<file path="config.mk">
export PLATFORM = sky130hd
export DESIGN_NAME = fsm_cmd_arbiter
export DESIGN_NICKNAME = d
export VERILOG_FILES = /design/src/rtl/fsm_cmd_arbiter.sv
export SDC_FILE = /design/constraint.sdc
export NUM_CORES = 1
export LEC_CHECK = 0
export ABC_AREA = 1
export CORE_MARGIN = 1.5
export CORE_UTILIZATION = 40
export DETAILED_ROUTE_END_ITERATION = 6
export PLACE_DENSITY = 0.73
export SYNTH_ARGS = -nofsm -noshare
export SYNTH_HDL_FRONTEND = slang
export SYNTH_SLANG_ARGS = --single-unit
</file>
<file path="constraint.sdc">
create_clock -name clk -period 2.1 [get_ports clk]
set_input_delay 0.42 -clock clk [delete_from_list [all_inputs] [get_ports clk]]
set_output_delay 0.42 -clock clk [all_outputs]
set_load 0.02 [all_outputs]
</file>
<file path="src/rtl/fsm_cmd_arbiter.sv">
// Round-robin arbiter that shares one mode-FSM command port among NUM_REQ requesters.
// Enforces a minimum hold time and a revocation timeout, and recovers from corrupt state encodings.
module fsm_cmd_arbiter #(
    parameter int NUM_REQ     = 4,
    parameter int HOLD_CYCLES = 4,
    parameter int TIMEOUT     = 15
) (
    input  logic                   clk,
    input  logic                   rst,
    input  logic [NUM_REQ-1:0]     req,
    input  logic [3*NUM_REQ-1:0]   cmd,
    input  logic [NUM_REQ-1:0]     rel,
    output logic [NUM_REQ-1:0]     grant,
    output logic [2:0]             owner,
    output logic [2:0]             fsm_cmd,
    output logic                   fsm_cmd_valid,
    output logic                   busy,
    output logic                   err_timeout
);

    typedef enum logic [2:0] {
        IDLE  = 3'b000,
        GRANT = 3'b001,
        HOLD  = 3'b010,
        ERROR = 3'b011
    } state_t;

    logic [2:0]         state_reg;
    state_t             state;
    state_t             state_next;
    logic [2:0]         rr_ptr;
    logic [2:0]         rr_ptr_next;
    logic [7:0]         hold_cnt;
    logic [7:0]         hold_cnt_next;
    logic [NUM_REQ-1:0] grant_next;
    logic [2:0]         owner_next;
    logic [2:0]         fsm_cmd_next;
    logic               valid_next;
    logic               busy_next;
    logic               err_next;
    logic               own_req;
    logic               own_rel;
    logic               release_ok;
    int                 cand;

    assign state = state_t'(state_reg);

    // grant is one-hot on the owner, so masking avoids indexing by owner
    assign own_req    = |(req & grant);
    assign own_rel    = |(rel & grant);
    assign release_ok = (hold_cnt >= 8'(HOLD_CYCLES)) && (!own_req || own_rel);

    // Descending scan so the nearest requester after rr_ptr wins
    always_comb begin
        cand = 0;
        for (int k = NUM_REQ; k >= 1; k--) begin
            if (req[(int'(rr_ptr) + k) % NUM_REQ]) begin
                cand = (int'(rr_ptr) + k) % NUM_REQ;
            end
        end
    end

    always_comb begin
        state_next    = state;
        grant_next    = grant;
        owner_next    = owner;
        fsm_cmd_next  = fsm_cmd;
        valid_next    = 1'b0;
        busy_next     = busy;
        err_next      = 1'b0;
        rr_ptr_next   = rr_ptr;
        hold_cnt_next = hold_cnt;
        case (state)
            IDLE: begin
                if (|req) begin
                    state_next   = GRANT;
                    grant_next   = NUM_REQ'(1) << cand;
                    owner_next   = 3'(cand);
                    fsm_cmd_next = cmd[3*cand +: 3];
                    valid_next   = 1'b1;
                    busy_next    = 1'b1;
                end
            end
            GRANT: begin
                state_next    = HOLD;
                hold_cnt_next = 8'd1;
            end
            HOLD: begin
                if (release_ok) begin
                    state_next    = IDLE;
                    grant_next    = '0;
                    owner_next    = 3'd0;
                    rr_ptr_next   = owner;
                    busy_next     = 1'b0;
                    hold_cnt_next = 8'd0;
                end else if (hold_cnt == 8'(TIMEOUT)) begin
                    state_next    = ERROR;
                    grant_next    = '0;
                    owner_next    = 3'd0;
                    rr_ptr_next   = owner;
                    err_next      = 1'b1;
                    hold_cnt_next = 8'd0;
                end else if (hold_cnt < 8'(TIMEOUT)) begin
                    hold_cnt_next = hold_cnt + 8'd1;
                end
            end
            ERROR: begin
                state_next = IDLE;
                busy_next  = 1'b0;
            end
            default: begin
                state_next    = IDLE;
                grant_next    = '0;
                owner_next    = 3'd0;
                fsm_cmd_next  = 3'd0;
                busy_next     = 1'b0;
                hold_cnt_next = 8'd0;
            end
        endcase
    end

    always_ff @(posedge clk) begin
        if (rst) begin
            state_reg     <= IDLE;
            grant         <= '0;
            owner         <= 3'd0;
            fsm_cmd       <= 3'd0;
            fsm_cmd_valid <= 1'b0;
            busy          <= 1'b0;
            err_timeout   <= 1'b0;
            rr_ptr        <= 3'(NUM_REQ - 1);
            hold_cnt      <= 8'd0;
        end else begin
            state_reg     <= state_next;
            grant         <= grant_next;
            owner         <= owner_next;
            fsm_cmd       <= fsm_cmd_next;
            fsm_cmd_valid <= valid_next;
            busy          <= busy_next;
            err_timeout   <= err_next;
            rr_ptr        <= rr_ptr_next;
            hold_cnt      <= hold_cnt_next;
        end
    end

endmodule

</file>
Yosys cells after proc, flatten, opt, wreduce, memory -nomap -nowiden
Cells that the tools add are included.
{"block": "op_classes", "n_lt_le_gt_ge": 6, "n_mul": 1, "n_mux": 41, "n_reduce_logical": 23, "n_eq_ne": 8, "n_addsub": 5, "bitwise": 12, "shifts": 2}
{"cell": "32-bit two-way mux", "n": 4}
{"cell": "3-bit by 32-bit multiplier with 32-bit output (first input constant)", "n": 1}
{"cell": "12-bit by 32-bit indexed part select with 3-bit output", "n": 1}
{"cell": "1-bit by 32-bit << shifter with 4-bit output (first input constant)", "n": 1}
{"cell": "8-bit two-way mux", "n": 3}
{"cell": "8-bit case mux with 3 select lines", "n": 1}
{"cell": "3-bit two-way mux", "n": 7}
{"cell": "3-bit case mux with 3 select lines", "n": 2}
{"cell": "3-bit by 4-bit less-than comparator with 1-bit output (second input constant)", "n": 4}
{"cell": "2-bit OR reduction", "n": 7}
{"cell": "1-bit two-way mux", "n": 12}
{"cell": "4-bit two-way mux", "n": 3}
{"cell": "4-bit case mux with 3 select lines", "n": 1}
{"cell": "4-bit OR reduction", "n": 3}
{"cell": "8-bit by 1-bit adder with 8-bit output (second input constant)", "n": 1}
{"cell": "4-bit bitwise AND", "n": 2}
{"cell": "1-bit binary-select mux with 2-bit select", "n": 4}
{"cell": "8-bit by 4-bit equality test with 1-bit output (second input constant)", "n": 1}
{"cell": "8-bit by 3-bit >= comparator with 1-bit output (second input constant)", "n": 1}
{"cell": "8-bit by 4-bit less-than comparator with 1-bit output (second input constant)", "n": 1}
{"cell": "2-bit AND reduction", "n": 4}
{"cell": "3-bit by 2-bit equality test with 1-bit output (second input constant)", "n": 2}
{"cell": "1-bit NOT", "n": 6}
{"cell": "3-bit case mux with 2 select lines", "n": 1}
{"cell": "16 further kinds", "n": 25}
{"block": "word_totals", "reg_bits": 26, "input_bits": 22, "output_inout_bits": 13}

Logic depth before layout (Yosys ltp)
{"block": "depth", "ltp_word": 14, "depth_mapped": 20, "ltp_nobuf": 19}

Worst setup path before layout
Ideal clock, no wire load.
{"block": "synth_timing", "path_kind": "in2reg", "from": "input req[3]", "to": "register fsm_cmd[0]", "path_buffers": 0, "required_ns": 1.969, "t_arrival_ns": 1.945, "stages": 19, "path_slack_ns": 0.024, "path_cell_list": "inv_1 -> nand2_1 -> nand3_1 -> nand2_1 -> inv_2 -> nand2_4 -> nand2_4 -> nand2_8 -> nand2_4 -> inv_4 -> ha_1 -> inv_1 -> nand3_1 -> nand2_1 -> nand2_1 -> nand2_1 -> nand2_1 -> nand2_1 -> a21oi_2"}
{"block": "synth_between", "elab_chain_cells": 11}
{"element": "from (decl)", "line": "10", "text": "input logic [NUM_REQ-1:0] req,"}
{"element": "1-bit binary-select mux with 2-bit select", "line": "57", "text": "if (req[(int'(rr_ptr) + k) % NUM_REQ]) begin"}
{"element": "1-bit two-way mux (not written as such) (2 in series)", "line": "57"}
{"element": "32-bit two-way mux (4 in series)", "line": "57"}
{"element": "3-bit by 32-bit multiplier with 32-bit output", "line": "79", "text": "fsm_cmd_next = cmd[3*cand +: 3];"}
{"element": "12-bit by 32-bit indexed part select with 3-bit output", "line": "79"}
{"element": "3-bit two-way mux", "line": "75", "text": "if (|req) begin"}
{"element": "3-bit case mux with 2 select lines", "line": "73", "text": "case (state)"}
{"element": "to (signal assigned)", "line": "137", "text": "fsm_cmd <= fsm_cmd_next;"}
{"element": "to (decl)", "line": "15", "text": "output logic [2:0] fsm_cmd,"}
Parallel ways exist; a longest one is shown, timed or not. The select of a mux whose other input is x is not followed.
A chain may end at the register's enable or synchronous reset.

Worst setup path after layout
{"block": "layout_timing", "from": "register rr_ptr[0]", "to": "register fsm_cmd[0]"}
{"block": "layout_between", "elab_chain_cells": 12}
{"element": "from (decl)", "line": "31", "text": "logic [2:0] rr_ptr;"}
{"element": "from (signal assigned)", "line": "131", "text": "rr_ptr <= 3'(NUM_REQ - 1);"}
{"element": "from (signal assigned)", "line": "141", "text": "rr_ptr <= rr_ptr_next;"}
{"element": "2-bit by 1-bit adder with 2-bit output", "line": "57, 58"}
{"element": "1-bit binary-select mux with 2-bit select", "line": "57"}
{"element": "1-bit two-way mux (not written as such) (2 in series)", "line": "57"}
{"element": "32-bit two-way mux (3 in series)", "line": "57"}
{"element": "32-bit two-way mux (*)", "line": "57"}
{"element": "3-bit by 32-bit multiplier with 32-bit output (*)", "line": "79"}
{"element": "12-bit by 32-bit indexed part select with 3-bit output (*)", "line": "79"}
{"element": "3-bit two-way mux (*)", "line": "75"}
{"element": "3-bit case mux with 2 select lines (*)", "line": "73"}
Every way passes the cells marked *; elsewhere a longest branch is shown, timed or not. The select of a mux whose other input is x is not followed.

==> impl_metrics.json <==
{
  "synth_edf_count": 0,
  "synth-adder-area-share_pct": 7.20,
  "place_hpwl_um": 3320,
  "synth_top_area_cell": "dfxtp_1",
  "fin_nets": 355,
  "antenna_found_initial": 0,
  "whs_ns": 0.472,
  "drc_errors": 0,
  "worstPathArrival_ns": 2.21,
  "min_period_over_period_pct": 95.7,
  "synth_common_cells": "nand2_1, nand3_1, inv_1",
  "synth_mux_area_share_pct": 0,
  "ir_worst_vdd_mv": 0.494,
  "detail-route-antenna-nets": 0,
  "yosys_most_used_dff": "dfxtp_1",
  "fin_cells": 372,
  "synth_top_family_by_area": "simple AND/OR/NAND/NOR gates",
  "slowest_stage": "dfxtp_2",
  "grt_pass1_vias": 1674,
  "fin_crit_ns": 2.01,
  "status": "completed",
  "die_h_um": 68.9,
  "drive_gt1_share_pct": 24.5,
  "p_clk_share_pct": 15.2,
  "crit_path_end_kind": "flop",
  "worstSkewPairLatency_ns": 0.26,
  "largest_reg_flops": 8,
  "netlist_area_um2": 1740,
  "num-fill-cells": 403,
  "synth_most_common_cell": "nand2_1",
  "syn_nets": 293,
  "ios": 35,
  "num_antenna_cells": 0,
  "clock_skew_ns": 0.00233,
  "pwr-share-comb_pct": 54.7,
  "cts_tree": "yes",
  "hold_viol": 0,
  "slowest_delay_ns": 0.33,
  "dieArea_um2": 4750,
  "dp_worst_setup_slack_ns": -0.467,
  "regArea_um2": 482,
  "synth-compound-area-share_pct": 9.37,
  "startpoint_type": "flop",
  "multi_input_area_um2": 1120,
  "grt_pass1_wl_um": 6750,
  "rows": 23,
  "r2r_slack_ns": 0.09,
  "critPathKind": "flop to flop",
  "critPathMostFrequentCell": "nand2_2",
  "area_growth_pct": 39.6,
  "internal_power_w": 0.00120,
  "setup_violations": 0,
  "coreArea_um2": 4090,
  "synth_xor_area_share_pct": 0.504,
  "power_switching_w": 0.000844,
  "vias": 1841,
  "syn_avg_cell_area_um2": 6.65,
  "required_ns": 2.30,
  "reg.largest.list": "hold_cnt x8, grant x4, fsm_cmd x3",
  "crit_chain": "buf_12 -> clkinv_8 -> nand2_2 -> nand2_2 -> nand2_2 -> nand2_2 -> nand2_4 -> nand2_4 -> nand2_8 -> nand2_4 -> inv_4 -> ha_4 -> buf_6 -> nand3_2 -> nand3_2 -> nand2_2 -> inv_2 -> nand2_1 -> a21oi_2",
  "p_leak_nw": 1.15,
  "grt_max_degree": 15,
  "synth_top_area_share_pct": 27.7,
  "numCtsBuffers": 3,
  "numPlacedInstances": 366,
  "routedWlPerCell_um": 11.3,
  "yosys_warnings": 0,
  "yosysSeqAreaShare_pct": 27.7,
  "p_sw_share_pct": 41.3,
  "drt_iter0_drc": 51,
  "seqPwrFrac_pct": 30.0,
  "maxCapViolCount": 0,
  "async_reset_ff_share_pct": 0,
  "synth-seq-cells": 24,
  "clk_path_buf_depth": 2,
  "grt_usage_pct": 18.4,
  "total_power_w": 0.00204,
  "hold_buffers": 0,
  "clk_pin_slew_ns": 0.08,
  "largest_register": "hold_cnt",
  "cts.sinks": 24,
  "drv_slew": 0,
  "ys_types": 35,
  "initial_core_util_pct": 42.5,
  "cts_root_buffer": "clkbuf_8",
  "drtPass1Iterations": 4,
  "htreeDepth": 1,
  "gp_congestion": 0.950,
  "grt_overflow_total": 0,
  "powerDensity_nw_per_um2": 842,
  "synthCells": 261,
  "hold_path.class": "flop to flop",
  "fmax_ghz": 0.497,
  "drt-total-wl_um": 4210,
  "fp.dieW_um": 68.9,
  "cp_max_fo": 8,
  "synth_area_leaders": "dfxtp_1, nand2_1, nand3_1",
  "grt_setup_unrepaired": "true",
  "numPortBuffers": 33,
  "setup_ws_ns": 0.0898,
  "via_per_inst": 4.95,
  "synth-simple-area-share_pct": 44.7
}
power by group through the flow:
stage	clock network, W	registers, W	logic [W]
floorplan	0	0.000675	0.000617
global route	0.000339	0.000626	0.00126
CTS	0.000318	0.000615	0.00109
global placement	0	0.000625	0.00106
finish	0.000311	0.000613	0.00112
detailed placement	0	0.000624	0.00109
routing by layer:
metal  part of all wire, %  track usage, %  wire length [um]  vias to the layer above
met3                   3.9            2.11               164                        5
met1                    45            22.2              1910                      834
met4                  0.76            2.70                32                        0
met5                     0               0                 0                        -
li1                      -               -                 -                      955
met2                    50            35.2              2100                       47
layout by cell type, fill, tap and decap left out, drive strengths merged, types with 4 or more instances in the layout:
cell / synthesis / final
dfxtp: 24 / 24
clkdlybuf4s50: 0 / 29
o21ai: 6 / 6
a21oi: 17 / 17
inv: 34 / 33
ha: 10 / 10
nor2: 11 / 11
buf: 4 / 29
nor3: 5 / 5
clkbuf: 1 / 4
nand3: 30 / 30
nand2: 103 / 103
dlygate4sd2: 0 / 4
worst max-delay path: cells and delay by family, from the launching register on:
family | cells | cell delay [ns]
adders and majority gates | 1 | 0.26
buffers and inverters | 5 | 0.38
AOI/OAI and AO/OA | 1 | 0.12
DFF | 1 | 0.33
and+or+nand+nor | 12 | 0.84
path summary, 6_finish.rpt:
kind	from	end	depth (start not counted)
worst max register to register	rr_ptr[0]	fsm_cmd[0]	19
worst max-delay path	rr_ptr[0]	fsm_cmd[0]	19
worst min register to register	fsm_cmd[0]	fsm_cmd[0]	2
worst min-delay path	fsm_cmd[0]	fsm_cmd[0]	2
logic make-up (layout without fill, tap and decap cells):
| group | after synthesis | in the layout |
|---|---|---|
| DFF | 24 | 24 |
| adders and majority gates | 10 | 10 |
| buffers and inverters | 39 | 100 |
| other | 1 | 1 |
| AOI/OAI and AO/OA | 28 | 28 |
| and+or+nand+nor | 158 | 158 |
| xor gates and xnor gates | 1 | 1 |
final cells by class:
class                   instances  area share, %
clock buffers                   4           2.27
inverters                      34           5.88
multi-input cells             198           46.3
flip-flops and latches         24           19.9
well taps                      50           2.58
repair buffers                 62           23.1
timing repair:
action,4_1_cts,5_1_grt
buffers inserted,0,2
setup endpoints to repair,3,4
gates resized for setup,9,12
pin swaps,2,10
stage by stage:
step | area (um^2) | setup TNS, ns | util, %
after floorplan | 1740 | 0 | -
after global placement | 2300 | -1.93 | 56.4
after detailed placement | 2300 | -2.25 | 56.4
after CTS | 2360 | 0 | 57.8
after global routing | 2420 | -0.0796 | 59.3
final | 2420 | 0 | 59.3
(Power assumes the default switching activity.)
